**src/rtl/lc3_control.sv**
```systemverilog
// lc3_control -- multi-cycle control FSM for the LC-3 datapath.
//
// Fetches, decodes and executes one instruction at a time. It drives the
// datapath mux selects, load strobes, bus tri-state enables and register-file
// addresses, and it sequences a variable-latency memory port through a
// memEN/memRdy handshake. It sees only IR, the nzp flags and memRdy.
//
// Parameters:
//   MAX_WAIT    memory cycles allowed per access before timeout (0 = no timeout)
//
// Ports:
//   clk         system clock
//   rst         asynchronous active-low reset
//   IR          instruction register from the datapath
//   nzp         {N,Z,P} condition flags
//   memRdy      memory completes the current access this cycle
//   selEAB1     0 = PC, 1 = SR1_out
//   selEAB2     00 = 0, 01 = sext IR[5:0], 10 = sext IR[8:0], 11 = sext IR[10:0]
//   selPC       00 = PC+1, 01 = eab_out, 10 = bus
//   selMAR      0 = eab_out, 1 = zext IR[7:0]
//   selMDR      0 = bus, 1 = memory data
//   aluControl  00 PASS SR1, 01 ADD, 10 AND, 11 NOT
//   enaALU/enaMARM/enaPC/enaMDR   bus tri-state enables (at most one high)
//   ldPC/ldIR/ldMAR/ldMDR/regWE/flagWE   load strobes
//   SR1/SR2/DR  register-file addresses
//   memEN       memory request
//   memWE       memory write, valid only with memEN
//   instrDone   pulse on the last cycle of each instruction
//   illegalOp   pulse on an unsupported opcode
//   memTimeout  sticky memory timeout, cleared only by reset
//
// state  | meaning
// -------+------------------------------------------------------------
// FETCH0 | MAR <- PC, PC <- PC+1
// FETCH1 | instruction read; wait for memRdy, MDR <- memory
// FETCH2 | IR <- MDR
// DECODE | dispatch on IR[15:12]; unsupported opcodes end here
// EXEC   | ADD/AND/NOT through the ALU, LEA through MARMUX; write DR
// BR     | PC <- PC + sext(IR[8:0]) if IR[11:9] & nzp
// JMP    | PC <- SR1
// ADDR   | MAR <- effective address for LD/LDR/ST/STR
// MEMRD  | data read; wait for memRdy, MDR <- memory
// WB     | DR <- MDR
// LDMDR  | MDR <- SR (store data, passed through the ALU)
// MEMWR  | data write; wait for memRdy
// HALT   | memory timeout; frozen until reset

module lc3_control #(
  parameter int MAX_WAIT = 16
) (
  input  logic        clk,
  input  logic        rst,
  input  logic [15:0] IR,
  input  logic [2:0]  nzp,
  input  logic        memRdy,
  output logic        selEAB1,
  output logic [1:0]  selEAB2,
  output logic [1:0]  selPC,
  output logic        selMAR,
  output logic        selMDR,
  output logic [1:0]  aluControl,
  output logic        enaALU,
  output logic        enaMARM,
  output logic        enaPC,
  output logic        enaMDR,
  output logic        ldPC,
  output logic        ldIR,
  output logic        ldMAR,
  output logic        ldMDR,
  output logic        regWE,
  output logic        flagWE,
  output logic [2:0]  SR1,
  output logic [2:0]  SR2,
  output logic [2:0]  DR,
  output logic        memEN,
  output logic        memWE,
  output logic        instrDone,
  output logic        illegalOp,
  output logic        memTimeout
);

  typedef enum logic [3:0] {
    FETCH0, FETCH1, FETCH2, DECODE, EXEC, BR, JMP,
    ADDR, MEMRD, WB, LDMDR, MEMWR, HALT
  } state_t;

  localparam logic [3:0] OP_BR  = 4'b0000;
  localparam logic [3:0] OP_ADD = 4'b0001;
  localparam logic [3:0] OP_LD  = 4'b0010;
  localparam logic [3:0] OP_ST  = 4'b0011;
  localparam logic [3:0] OP_AND = 4'b0101;
  localparam logic [3:0] OP_LDR = 4'b0110;
  localparam logic [3:0] OP_STR = 4'b0111;
  localparam logic [3:0] OP_NOT = 4'b1001;
  localparam logic [3:0] OP_JMP = 4'b1100;
  localparam logic [3:0] OP_LEA = 4'b1110;

  localparam logic [1:0] ALU_PASS = 2'b00;
  localparam logic [1:0] ALU_ADD  = 2'b01;
  localparam logic [1:0] ALU_AND  = 2'b10;
  localparam logic [1:0] ALU_NOT  = 2'b11;

  localparam logic [1:0] EAB2_OFF6 = 2'b01;
  localparam logic [1:0] EAB2_OFF9 = 2'b10;
  localparam logic [1:0] PC_EAB    = 2'b01;

  // The counter only needs to hold 0..MAX_WAIT-1: the cycle that would bring
  // it to MAX_WAIT is the one that raises the timeout.
  localparam int CW = (MAX_WAIT > 1) ? $clog2(MAX_WAIT) : 1;
  localparam logic [CW-1:0] WAIT_LAST = (MAX_WAIT > 0) ? CW'(MAX_WAIT - 1) : '0;

  state_t        state_q, state_d;
  logic [CW-1:0] wait_cnt;
  logic          timeout_q;
  logic          timeout_set;
  logic          mem_wait;
  logic [3:0]    op;
  logic          is_reg_base;
  logic          is_load;

  // IR[5:3] carries no control information for the supported opcodes.
  logic          unused_ir;
  assign unused_ir = ^IR[5:3];

  assign op          = IR[15:12];
  assign is_reg_base = (op == OP_LDR) || (op == OP_STR);
  assign is_load     = (op == OP_LD)  || (op == OP_LDR);
  assign mem_wait    = (state_q == FETCH1) || (state_q == MEMRD) || (state_q == MEMWR);
  assign memTimeout  = timeout_q;

  always_ff @(posedge clk or negedge rst) begin
    if (!rst) begin
      state_q   <= FETCH0;
      wait_cnt  <= '0;
      timeout_q <= 1'b0;
    end else begin
      state_q <= state_d;
      if (timeout_set) begin
        timeout_q <= 1'b1;
      end
      if ((MAX_WAIT > 0) && mem_wait && !memRdy && (state_d == state_q)) begin
        wait_cnt <= wait_cnt + CW'(1);
      end else begin
        wait_cnt <= '0;
      end
    end
  end

  always_comb begin
    state_d     = state_q;
    timeout_set = 1'b0;
    selEAB1     = 1'b0;
    selEAB2     = 2'b00;
    selPC       = 2'b00;
    selMAR      = 1'b0;
    selMDR      = 1'b0;
    aluControl  = ALU_PASS;
    enaALU      = 1'b0;
    enaMARM     = 1'b0;
    enaPC       = 1'b0;
    enaMDR      = 1'b0;
    ldPC        = 1'b0;
    ldIR        = 1'b0;
    ldMAR       = 1'b0;
    ldMDR       = 1'b0;
    regWE       = 1'b0;
    flagWE      = 1'b0;
    SR1         = 3'd0;
    SR2         = 3'd0;
    DR          = 3'd0;
    memEN       = 1'b0;
    memWE       = 1'b0;
    instrDone   = 1'b0;
    illegalOp   = 1'b0;

    case (state_q)
      FETCH0: begin
        enaPC   = 1'b1;
        ldMAR   = 1'b1;
        ldPC    = 1'b1;
        state_d = FETCH1;
      end
      FETCH1: begin
        memEN  = 1'b1;
        selMDR = 1'b1;
        if (memRdy) begin
          ldMDR   = 1'b1;
          state_d = FETCH2;
        end
      end
      FETCH2: begin
        enaMDR  = 1'b1;
        ldIR    = 1'b1;
        state_d = DECODE;
      end
      DECODE: begin
        case (op)
          OP_ADD, OP_AND, OP_NOT, OP_LEA: state_d = EXEC;
          OP_BR:                          state_d = BR;
          OP_JMP:                         state_d = JMP;
          OP_LD, OP_LDR, OP_ST, OP_STR:   state_d = ADDR;
          default: begin
            illegalOp = 1'b1;
            instrDone = 1'b1;
            state_d   = FETCH0;
          end
        endcase
      end
      EXEC: begin
        DR        = IR[11:9];
        regWE     = 1'b1;
        flagWE    = 1'b1;
        instrDone = 1'b1;
        state_d   = FETCH0;
        if (op == OP_LEA) begin
          selEAB2 = EAB2_OFF9;
          enaMARM = 1'b1;
        end else begin
          SR1    = IR[8:6];
          SR2    = IR[2:0];
          enaALU = 1'b1;
          case (op)
            OP_ADD:  aluControl = ALU_ADD;
            OP_AND:  aluControl = ALU_AND;
            default: aluControl = ALU_NOT;
          endcase
        end
      end
      BR: begin
        selEAB2   = EAB2_OFF9;
        selPC     = PC_EAB;
        ldPC      = |(IR[11:9] & nzp);
        instrDone = 1'b1;
        state_d   = FETCH0;
      end
      JMP: begin
        SR1       = IR[8:6];
        selEAB1   = 1'b1;
        selPC     = PC_EAB;
        ldPC      = 1'b1;
        instrDone = 1'b1;
        state_d   = FETCH0;
      end
      ADDR: begin
        enaMARM = 1'b1;
        ldMAR   = 1'b1;
        if (is_reg_base) begin
          selEAB1 = 1'b1;
          SR1     = IR[8:6];
          selEAB2 = EAB2_OFF6;
        end else begin
          selEAB2 = EAB2_OFF9;
        end
        state_d = is_load ? MEMRD : LDMDR;
      end
      MEMRD: begin
        memEN  = 1'b1;
        selMDR = 1'b1;
        if (memRdy) begin
          ldMDR   = 1'b1;
          state_d = WB;
        end
      end
      WB: begin
        enaMDR    = 1'b1;
        DR        = IR[11:9];
        regWE     = 1'b1;
        flagWE    = 1'b1;
        instrDone = 1'b1;
        state_d   = FETCH0;
      end
      LDMDR: begin
        SR1     = IR[11:9];
        enaALU  = 1'b1;
        ldMDR   = 1'b1;
        state_d = MEMWR;
      end
      MEMWR: begin
        memEN = 1'b1;
        memWE = 1'b1;
        if (memRdy) begin
          instrDone = 1'b1;
          state_d   = FETCH0;
        end
      end
      HALT: begin
        state_d = HALT;
      end
      default: begin
        state_d = FETCH0;
      end
    endcase

    if ((MAX_WAIT > 0) && mem_wait && !memRdy && (wait_cnt == WAIT_LAST)) begin
      timeout_set = 1'b1;
      state_d     = HALT;
    end

    // Reset must silence the datapath at once, even mid-access, rather than
    // showing FETCH0 decode while rst is still low.
    if (!rst) begin
      selEAB1    = 1'b0;
      selEAB2    = 2'b00;
      selPC      = 2'b00;
      selMAR     = 1'b0;
      selMDR     = 1'b0;
      aluControl = ALU_PASS;
      enaALU     = 1'b0;
      enaMARM    = 1'b0;
      enaPC      = 1'b0;
      enaMDR     = 1'b0;
      ldPC       = 1'b0;
      ldIR       = 1'b0;
      ldMAR      = 1'b0;
      ldMDR      = 1'b0;
      regWE      = 1'b0;
      flagWE     = 1'b0;
      SR1        = 3'd0;
      SR2        = 3'd0;
      DR         = 3'd0;
      memEN      = 1'b0;
      memWE      = 1'b0;
      instrDone  = 1'b0;
      illegalOp  = 1'b0;
    end
  end

endmodule

```
**config.mk**
```make
export PLATFORM = sky130hd
export DESIGN_NAME = lc3_control
export DESIGN_NICKNAME = d
export VERILOG_FILES = /design/src/rtl/lc3_control.sv
export SDC_FILE = /design/constraint.sdc
export NUM_CORES = 1
export LEC_CHECK = 0
export ABC_AREA = 1
export ABC_CLOCK_PERIOD_IN_PS = 2000
export CORE_MARGIN = 8
export CORE_UTILIZATION = 43
export CTS_BUF_LIST = sky130_fd_sc_hd__clkbuf_8
export DETAILED_ROUTE_END_ITERATION = 10
export PLACE_DENSITY = 0.89
export SLEW_MARGIN = 0
export SYNTH_ARGS = -nofsm -noshare
export SYNTH_HDL_FRONTEND = slang
export SYNTH_SLANG_ARGS = --single-unit
```
**constraint.sdc**
```tcl
create_clock -name clk -period 2 [get_ports clk]
set_input_delay 0.3 -clock clk [delete_from_list [all_inputs] [get_ports clk]]
set_output_delay 0.3 -clock clk [all_outputs]
set_load 0.005 [all_outputs]
```
==> impl_metrics.env <==
export IMPL_regToRegStartpoint="state_q[0]$_DFF_PN0_"
export IMPL_synthMuxAreaShare_pct=0
export IMPL_h_tree_depth=1
export IMPL_maxCapViolations=0
export IMPL_reg2reg_to="wait_cnt[2]$_DFF_PN0_"
export IMPL_syn_avg_cell_area_um2=5.85
export IMPL_vdd_ir_drop_max_uv=918
export IMPL_r2r_cells=13
export IMPL_ys_seq_area_share_pct=23.0
export IMPL_use_met3_pct=5.48
export IMPL_synthAdderAreaFrac_pct=1.28
export IMPL_row_count=17
export IMPL_postCtsHoldBufs=0
export IMPL_ys_async_sr_fraction_pct=100
export IMPL_grt_pass1_vias=1531
export IMPL_outcome="complete, but fails checks"
export IMPL_start_util_pct=44.6
export IMPL_synth_flop_cell="dfrtp_1"
export IMPL_synth_compound_area_share_pct=16.5
export IMPL_post_dp_hpwl_um=2880
export IMPL_path_class="reg -> out"
export IMPL_clock_sinks=9
export IMPL_synth_xor_area_share_pct=1.79
export IMPL_reg2reg_slack_ns=0.22
export IMPL_path_max_fanout=5
export IMPL_place_congestion=0.902
export IMPL_clock_path_buffers=2
export IMPL_syn_inst=167
export IMPL_crit_slowest_cell="dfrtp_2"
export IMPL_endpoint_kind="output pin"
export IMPL_dieHeight_um=63.7
export IMPL_p_leak_nw=1.12
export IMPL_via_per_inst=5.47
export IMPL_antennaDiodeCount=0
export IMPL_cts_tree="yes"
export IMPL_fin_ws_ns=-0.0570
export IMPL_drt_wirelength_per_cell_um=17.1
export IMPL_fillCellCount=126
export IMPL_fmax_ghz=0.486
export IMPL_die_area_um2=4050
export IMPL_clk_pin_slew_ns=0.04
export IMPL_area_growth_pct=97.1
export IMPL_ant_nets=0
export IMPL_grt_usage_pct=20.7
export IMPL_max_stage_delay_ns=0.46
export IMPL_ys_seq_elements=9
export IMPL_hp_class="in -> async"
export IMPL_fin_crit_ns=2.06
export IMPL_syn_cell_area_um2=977
export IMPL_die_w_um=63.7
export IMPL_final_nets=293
export IMPL_drc=0
export IMPL_core_um2=2190
export IMPL_worst_ep_arrival_time_ns=1.76
export IMPL_synth_enable_flop_cells=0
export IMPL_finalCritPeriodShare_pct=103
export IMPL_antenna_found_initial=0
export IMPL_met2_usage_pct=38.8
export IMPL_setup_violations=4
export IMPL_grt_pass1_wl_um=7000
export IMPL_dr_pass1_iters=4
export IMPL_grt_setup_unrepaired="yes"
export IMPL_clk_latency_ns=0.23
export IMPL_final_max_slew_viol_count=0
export IMPL_drive_gt1_share_pct=45.0
export IMPL_pwr_density_cell_nw_per_um2=866
export IMPL_grt_busiest_layer="met2"
export IMPL_ios=55
export IMPL_failed_checks="negative setup slack"
export IMPL_drtIter0Drc=113
export IMPL_numCtsBuffers=3
export IMPL_crit_required_ns=1.70
export IMPL_synth_simple_area_share_pct=41.6
export IMPL_crit_chain="nor2_4, inv_1, nor3_2, inv_1, a21oi_4, buf_6, buf_6, nor2_2, nand3b_1, buf_2"
export IMPL_tns_ns=-0.125
export IMPL_grt_max_degree=8
export IMPL_ctsRootBufferMaster="clkbuf_8"
export IMPL_synth_top_family_by_area="simple AND/OR/NAND/NOR gates"
export IMPL_grt_use_met1_pct=20.6
export IMPL_routed_wl_um=5080
export IMPL_pre_cts_slack_ns=-0.416
export IMPL_overflow=0
export IMPL_skew_ns=0.00224
export IMPL_start_kind="flip-flop"
export IMPL_port_buffers=49
export IMPL_yosysUniqueCellTypes=27
export IMPL_hold_viol=0
export IMPL_ys_warnings_count=0
export IMPL_vias=1626
synthesized netlist by cell type (2+ instances only):
| library cell | count | area, um^2 |
|---|---|---|
| nor2_1 | 33 | 124 |
| inv_2 | 4 | 15.0 |
| nor2_2 | 2 | 12.5 |
| o21ai_0 | 11 | 55.1 |
| nor3_1 | 4 | 20.0 |
| nand3_1 | 9 | 45.0 |
| nand2_2 | 5 | 31.3 |
| a31oi_1 | 2 | 12.5 |
| nand2_1 | 31 | 116 |
| a21oi_1 | 8 | 40.0 |
| dfrtp_1 | 9 | 225 |
| o211ai_1 | 2 | 15.0 |
| inv_1 | 29 | 109 |
| buf_4 | 3 | 22.5 |
| a21oi_2 | 3 | 26.3 |
flip-flops by register name, summed over array words and instances (netlist names):
signal and count:
state_q 4, wait_cnt 4, memTimeout 1
cell usage in the layout, fill, tap and decap left out, types with 2 or more instances in the layout:
master and count:
nand2_1 24, nor3_2 2, buf_4 48, dfrtp_2 3, buf_6 5, nor2_2 8, o21ai_1 3, nor3_1 2
conb_1 2, a21oi_1 8, dlymetal6s2s_1 2, o21ai_0 8, inv_2 10, nor2_4 3, clkdlybuf4s50_1 15, o211ai_1 2
inv_1 23, nor2_1 24, buf_2 8, clkbuf_8 3, nand2_2 11, clkbuf_2 10, dlygate4sd2_1 13, a21oi_2 2
nand3_2 2, dfrtp_1 6, nand3_1 8, a31oi_1 2
power by group:
group          leakage [nW]  internal, mW  switching, mW
combinational         0.976         0.556          0.624
clock                0.0269         0.133         0.0622
sequential            0.112         0.231         0.0611
stage by stage:
step	hold slack, ns	total power [mW]	cell area (um^2)	utilization [%]	instances
6_report	0.176	1.67	1930	87.9	297
5_1_grt	0.184	1.76	1930	87.9	297
4_1_cts	0.169	1.47	1890	86.2	291
3_5_place_dp	0.462	1.15	1710	77.8	271
3_3_place_gp	0.448	1.13	1710	77.8	271
2_1_floorplan	0.00441	0.690	981	-	168
how the worst max path moves through the flow:
| stage | start | endpoint | slack [ns] | depth (start not counted) |
|---|---|---|---|---|
| after floorplan | state_q[3]$_DFF_PN0_ | DR[0] | 0.47 | 7 |
| after CTS | state_q[3]$_DFF_PN0_ | memWE | -0.04 | 7 |
| after detailed placement | IR[14] | SR1[2] | -0.42 | 8 |
| after global routing | state_q[1]$_DFF_PN0_ | instrDone | -0.13 | 10 |
| after global placement | IR[14] | SR1[2] | -0.35 | 8 |
| final | state_q[1]$_DFF_PN0_ | instrDone | -0.06 | 10 |
metal layers:
metal	vias up	wire [um]
met4	0	159
met1	767	1880
met2	110	2560
li1	727	-
met5	-	0
met3	22	476
cell families (layout without fill, tap and decap cells):
group | count (synthesis) | count (layout)
buffers and inverters | 37 | 138
AOI/OAI and AO/OA | 27 | 27
DFF | 9 | 9
other | 1 | 2
xor gates and xnor gates | 2 | 2
adders and majority gates | 1 | 1
and+or+nand+nor | 90 | 90
layout make-up:
type | instances | area (um^2) | area share (%)
timing repair buffer | 101 | 796 | 41.3
multi-input combinational | 122 | 694 | 36.1
sequential | 9 | 229 | 11.9
inverter | 33 | 126 | 6.56
clock buffer | 3 | 41.3 | 2.14
tap | 28 | 35.0 | 1.82
clock inverter | 1 | 3.75 | 0.195
repair_timing:
action                                 CTS  global route
setup endpoints to repair               30            24
gates resized for setup                 80            43
setup buffers                           16             7
pin swaps                               13            10
endpoints found under the hold margin    0             0
worst max-delay path: cells and delay by family (launching register included):
kind | cells | cell delay (ns)
buffers and inverters | 5 | 0.51
AO/OA/AOI/OAI | 1 | 0.17
flip-flops | 1 | 0.46
AND/OR/NAND/NOR | 4 | 0.39
No activity file was read; power rests on OpenSTA's default activity.
==> RTL edit 1: new RTL, config.mk and constraints unchanged <==
Change the parameter `MAX_WAIT` from 16 to 32.
--- a/src/rtl/lc3_control.sv
+++ b/src/rtl/lc3_control.sv
@@ -47,5 +47,5 @@
 
 module lc3_control #(
-  parameter int MAX_WAIT = 16
+  parameter int MAX_WAIT = 32
 ) (
   input  logic        clk,
Function: same outputs for any inputs over 10 cycles, from zero or initial values and one cycle with rst low; that may be too few to reach the edited logic, so the function may still have changed.
==> RTL edit 1 against the original RTL <==
The run still ends with negative setup slack left. Highest routed layer unchanged. Utilization up 4.0 points. Power up 26%. Critical path depth up 1. Count of clock-buffer cells in the layout up 1. Non-clock buffer count up 12. Largest cell class unchanged. Routed wire length up 22%. Synthesized area up 10%. Setup slack worse by 84 ps. Sequential cell count up 1. Register-to-register slack worse by 110 ps. First-iteration DRC count up 42%. Design area up 16%.
==> RTL edit 1: results (changes against the original RTL) <==
- Initial DRC count: 161 (+42%)
- Max rail drop VDD: 1.062 mV (+16%)
- R2r worst-path depth: 14 (+1)
- Via count of the routed design: 1819 (+12%)
- Final WS setup: -141.1 ps (-84.04 ps)
- HP Class: reg -> reg
- Average wire per standard cell: 19.28 um (+13%)
- Final clock skew: 0.5194 ps (-1.721 ps)
- DP HPWL: 3114 um (+8.0%)
- Post-Synth XOR/XNOR Area: 1.626% (-0.17 points)
- 1st-pass router iterations: 4 (unchanged)
- Reg-to-Reg Start: state_q[3]
- Failing checks: negative setup slack
- Critical path fanouts, max: 3 (-2)
- Post-place setup slack: -386.2 ps (+29.56 ps)
- Post-synth top cells: nand2_1, inv_1, nor2_1
- Critical R2R Capture: wait_cnt[2]
- Global-route wire length before repair: 8004 um (+14%)
- Vias in the first global route: 1726 (+13%)
- Cells taking the most area after synthesis: dfrtp_1, nand2_1, inv_1
- RePlAce Congestion: 0.9014 (about the same)
- Pleak: 1.273 nW (+14%)
- Register-to-register setup slack: 110 ps (-110 ps)
- Final Setup Violations: 7 (+3)
- Global-route usage over all layers: 23.36% (+2.7 points)
- Status: finished, violations left
- Ys Warns: 0 (unchanged)
- Fillers: 95 (-25%)
- Synth Flop Type: dfrtp_1
- Post-Synth Adder-Cell Area: 2.323% (+1.0 points)
- Area fraction in compound gates after synthesis: 13.59% (-2.9 points)
- Initial antenna violation count: 0 (unchanged)
- Share of cells above drive strength 1: 51.89% (+6.9 points)
- Nets@finish: 316 (+7.8%)
- Sequential area share after synthesis: 23.23% (+0.18 points)
- Row count: 18 (+1)
- Dpl cell area: 1853 um2 (+8.7%)
- Pin count of the biggest net entering global routing: 11 (+3)
- Synth unique cells: 31 (+15%)
- CP max stage delay: 380 ps (-80 ps)
- Post-synthesis mux area share: 0% (unchanged)
- Slowest CP cell: dfrtp_1
- Longest Clk Path Bufs: 2 (unchanged)
- CTS root buf: clkbuf_8
- Hold Startpoint: wait_cnt[0]
- Antenna diode count: 0 (unchanged)
[RTL edit 1: cell types whose count changed after synthesis, sizes merged, moves of 2 or more]
cell    unedited run  this run
a22oi              0         3
nand2             36        47
nand3             11        13
inv               33        35
o211ai             3         1
a21oi             11         3
nor3               5         3
[RTL edit 1: cells by family after synthesis]
family                   Yosys count
AO/OA/AOI/OAI                     24
XOR/XNOR                           2
adder cells (fa/ha/maj)            2
buffers and inverters             39
flip-flops                        10
other                              1
AND/OR/NAND/NOR                   99
[RTL edit 1: worst register-to-register path, cell delays in order (launching register included)]
cell and delay (ps):
dfrtp_1 420, buf_6 160, inv_2 70, nor2_4 40, buf_4 130, buf_4 140
nand2_4 80, nand3_2 110, nand3_4 130, nand2_1 90, nand2_1 90, nand2_2 70
nor2_4 120, nand2_4 90, nor2_2 90
[RTL edit 1: how the worst max path moves through the flow]
stage                   to  cells past startpoint   startpoint  slack, ps
4_1_cts             SR1[0]                     12   state_q[0]       -160
6_report            SR1[2]                     11   state_q[2]       -140
3_3_place_gp        SR1[1]                      8       IR[14]       -360
2_1_floorplan  wait_cnt[0]                     10  wait_cnt[0]        400
3_5_place_dp        SR1[2]                      8       IR[14]       -390
5_1_grt             SR1[2]                      9       IR[13]       -250
[RTL edit 1: layout make-up]
cell class	instances	area, um2	share of cell area (%)
flip-flops and latches	10	252.7	11.31
repair buffers	113	909.6	40.71
well taps	30	37.54	1.680
multi-input cells	129	845.8	37.85
clock buffers	4	55.05	2.464
inverters	35	133.9	5.991
[RTL edit 1: metal layers]
| metal | wire (um) | GRT usage, % | vias up |
|---|---|---|---|
| met5 | 0 | 0 | - |
| met2 | 2950 | 44.34 | 154 |
| li1 | - | - | 786 |
| met4 | 393 | 12.80 | 0 |
| met1 | 2187 | 21.67 | 832 |
| met3 | 656 | 6.949 | 47 |
[RTL edit 1: power breakdown]
part	switching (mW)	internal, mW
logic	0.827	0.701
registers	0.0715	0.247
clock network	0.0775	0.173
[RTL edit 1: what timing repair did]
item                       CTS  global route
setup endpoints to repair   30            28
gates resized for setup     61            93
hold buffers                 0             0
pin swaps                    7            15
setup buffers               21             8
[RTL edit 1: per-stage QoR]
step / std cells / hold slack, ps / power, mW / TNS [ps]
3_3_place_gp: 289 / 450.6 / 1.294 / -3363
3_5_place_dp: 289 / 468.1 / 1.322 / -3853
2_1_floorplan: 178 / 4.409 / 0.8041 / 0
4_1_cts: 314 / 480.3 / 1.751 / -948.0
6_report: 321 / 481.8 / 2.097 / -450.4
5_1_grt: 321 / 496.9 / 2.204 / -1466
==> RTL edit 2: new RTL, config.mk and constraints unchanged <==
Without the edit above. Reset style: synchronous (`rst`), changed in one clocked block. Comments in the files are not updated.
--- a/src/rtl/lc3_control.sv
+++ b/src/rtl/lc3_control.sv
@@ -129,5 +129,5 @@
   assign memTimeout  = timeout_q;
 
-  always_ff @(posedge clk or negedge rst) begin
+  always_ff @(posedge clk) begin
     if (!rst) begin
       state_q   <= FETCH0;
Function: no difference found for any inputs over 10 cycles, from zero or initial values and one cycle with rst low; that may be too few to reach the edited logic, so the function may still have changed.
==> RTL edit 2 against the original RTL <==
The flow still finishes with violations (negative setup slack). Setup slack worse by 160 ps. Via count is 15% higher. Synthesized area is 0.64% higher. Sequential cell count stayed put. Routed wire length is 29% higher. Design area is 4.4% higher. Utilization is 3.9 points higher. Count of clock-buffer cells in the layout stayed put. Global-route usage is 3.0 points higher. Critical endpoint is now DR[0]. Largest cell class unchanged.
Power is not compared: it rests on default switching activity, and its combinational part moved more than twofold at a synthesized area within 25%.
==> RTL edit 2: results (changes against the original RTL) <==
- Cells taking the most area after synthesis: dfxtp_1, nor2_1, nand2_1
- Global-route usage over all layers: 23.75% (+3.0 points)
- CP Capture Point: DR[0]
- Setup bufs post-CTS: 7 (-9)
- Critical R2R Capture: wait_cnt[2]
- Critical path fanouts, max: 6 (+1)
- Failing checks: negative setup slack
- DP HPWL: 3134 um (+8.7%)
- Post-synth top cells: nor2_1, nand2_1, inv_1
- Final Setup Violations: 4 (unchanged)
- R2r worst-path depth: 12 (-1)
- P_sw: 250.1 uW
- Critical path origin: state_q[0]
- Routed length on met3: 909 um (+91%)
- Average wire per standard cell: 21.82 um (+28%)
- HP Class: reg -> reg
- Final clock skew: 11.04 ps (+8.804 ps)
- M3 GR Usage: 9.408% (+3.9 points)
- Vias in the first global route: 1656 (+8.2%)
- 1st-pass router iterations: 6 (+2)
- Met2 Track Usage GR: 41.53% (+2.7 points)
- Area share of the leading cell type in the synthesized netlist: 18.32% (-4.7 points)
- Nets@finish: 297 (+1.4%)
- RePlAce Congestion: 0.8525 (-5.5%)
- Total grt overflow: 0 (unchanged)
- Sequential area share after synthesis: 18.32% (-4.7 points)
- Initial DRC count: 252 (+120%)
- Post-place setup slack: -293.0 ps (+122.7 ps)
- Status: finished, violations left
- Share of cells above drive strength 1: 36.63% (-8.4 points)
- WL met2: 2893 um (+13%)
- CP max stage delay: 370 ps (-90 ps)
- WL met1: 2277 um (+21%)
- Final WS setup: -221.9 ps (-164.8 ps)
- Vias/cell: 6.229 (+14%)
- Final Power: 685.2 uW
- Fillers: 83 (-34%)
- Clock group share of total power: 33.1%
- Global-route wire length before repair: 7872 um (+13%)
- Synth Flop Type: dfxtp_1
- Initial antenna violation count: 1 (+1)
- Reg-to-Reg Start: state_q[2]
- Slowest CP cell: dfxtp_4
- Worst Path Arrival: 1920 ps (+160 ps)
- Async SR Flop Fraction: 0% (-100 points)
RTL edit 2: changes by cell type in the layout (fill, tap and decap cells not counted), moves of 6 or more:
cell            change
buf_2               -8
dlymetal6s2s_1     +10
clkbuf_2            -8
nand2_1            +10
dfrtp_1             -6
dlygate4sd2_1       +6
nor2_1              +6
RTL edit 2: worst min path at each step:
stage	from	to	slack [ps]
floorplan	rst	state_q[2]	400
global placement	wait_cnt[0]	wait_cnt[0]	430
detailed placement	wait_cnt[0]	wait_cnt[0]	440
CTS	wait_cnt[0]	wait_cnt[0]	450
global route	wait_cnt[0]	wait_cnt[0]	480
finish	wait_cnt[0]	wait_cnt[0]	460
RTL edit 2: per-stage QoR:
| step | hold WS, ps | instance area (um2) | instances | setup TNS, ps |
|---|---|---|---|---|
| after floorplan | 397.6 | 987.2 | 181 | 0 |
| after global placement | 430.3 | 1708 | 283 | -2879 |
| after detailed placement | 440.6 | 1708 | 283 | -3822 |
| after CTS | 450.1 | 1859 | 294 | -676.9 |
| after global routing | 477.0 | 2011 | 301 | -1418 |
| final | 460.3 | 2011 | 301 | -795.5 |
RTL edit 2: final cells by class:
cell class              count  area share, %
well taps                  28          1.742
clock buffers               3          2.054
flip-flops and latches      9          9.708
repair buffers             93          41.26
inverters                  29          5.414
clock inverters             1         0.1867
multi-input cells         138          39.64
RTL edit 2: cell families (layout without fill, tap and decap cells):
family / count (synthesis) / after routing / share of synthesized area [%]
compound gates: 19 / 19 / 11.83
xor+xnor: 2 / 2 / 1.781
fa+ha+maj: 1 / 1 / 1.272
buf+inv: 34 / 126 / 14.12
flops: 9 / 9 / 18.32
other cells: 1 / 2 / 0.3813
simple gates: 114 / 114 / 52.29
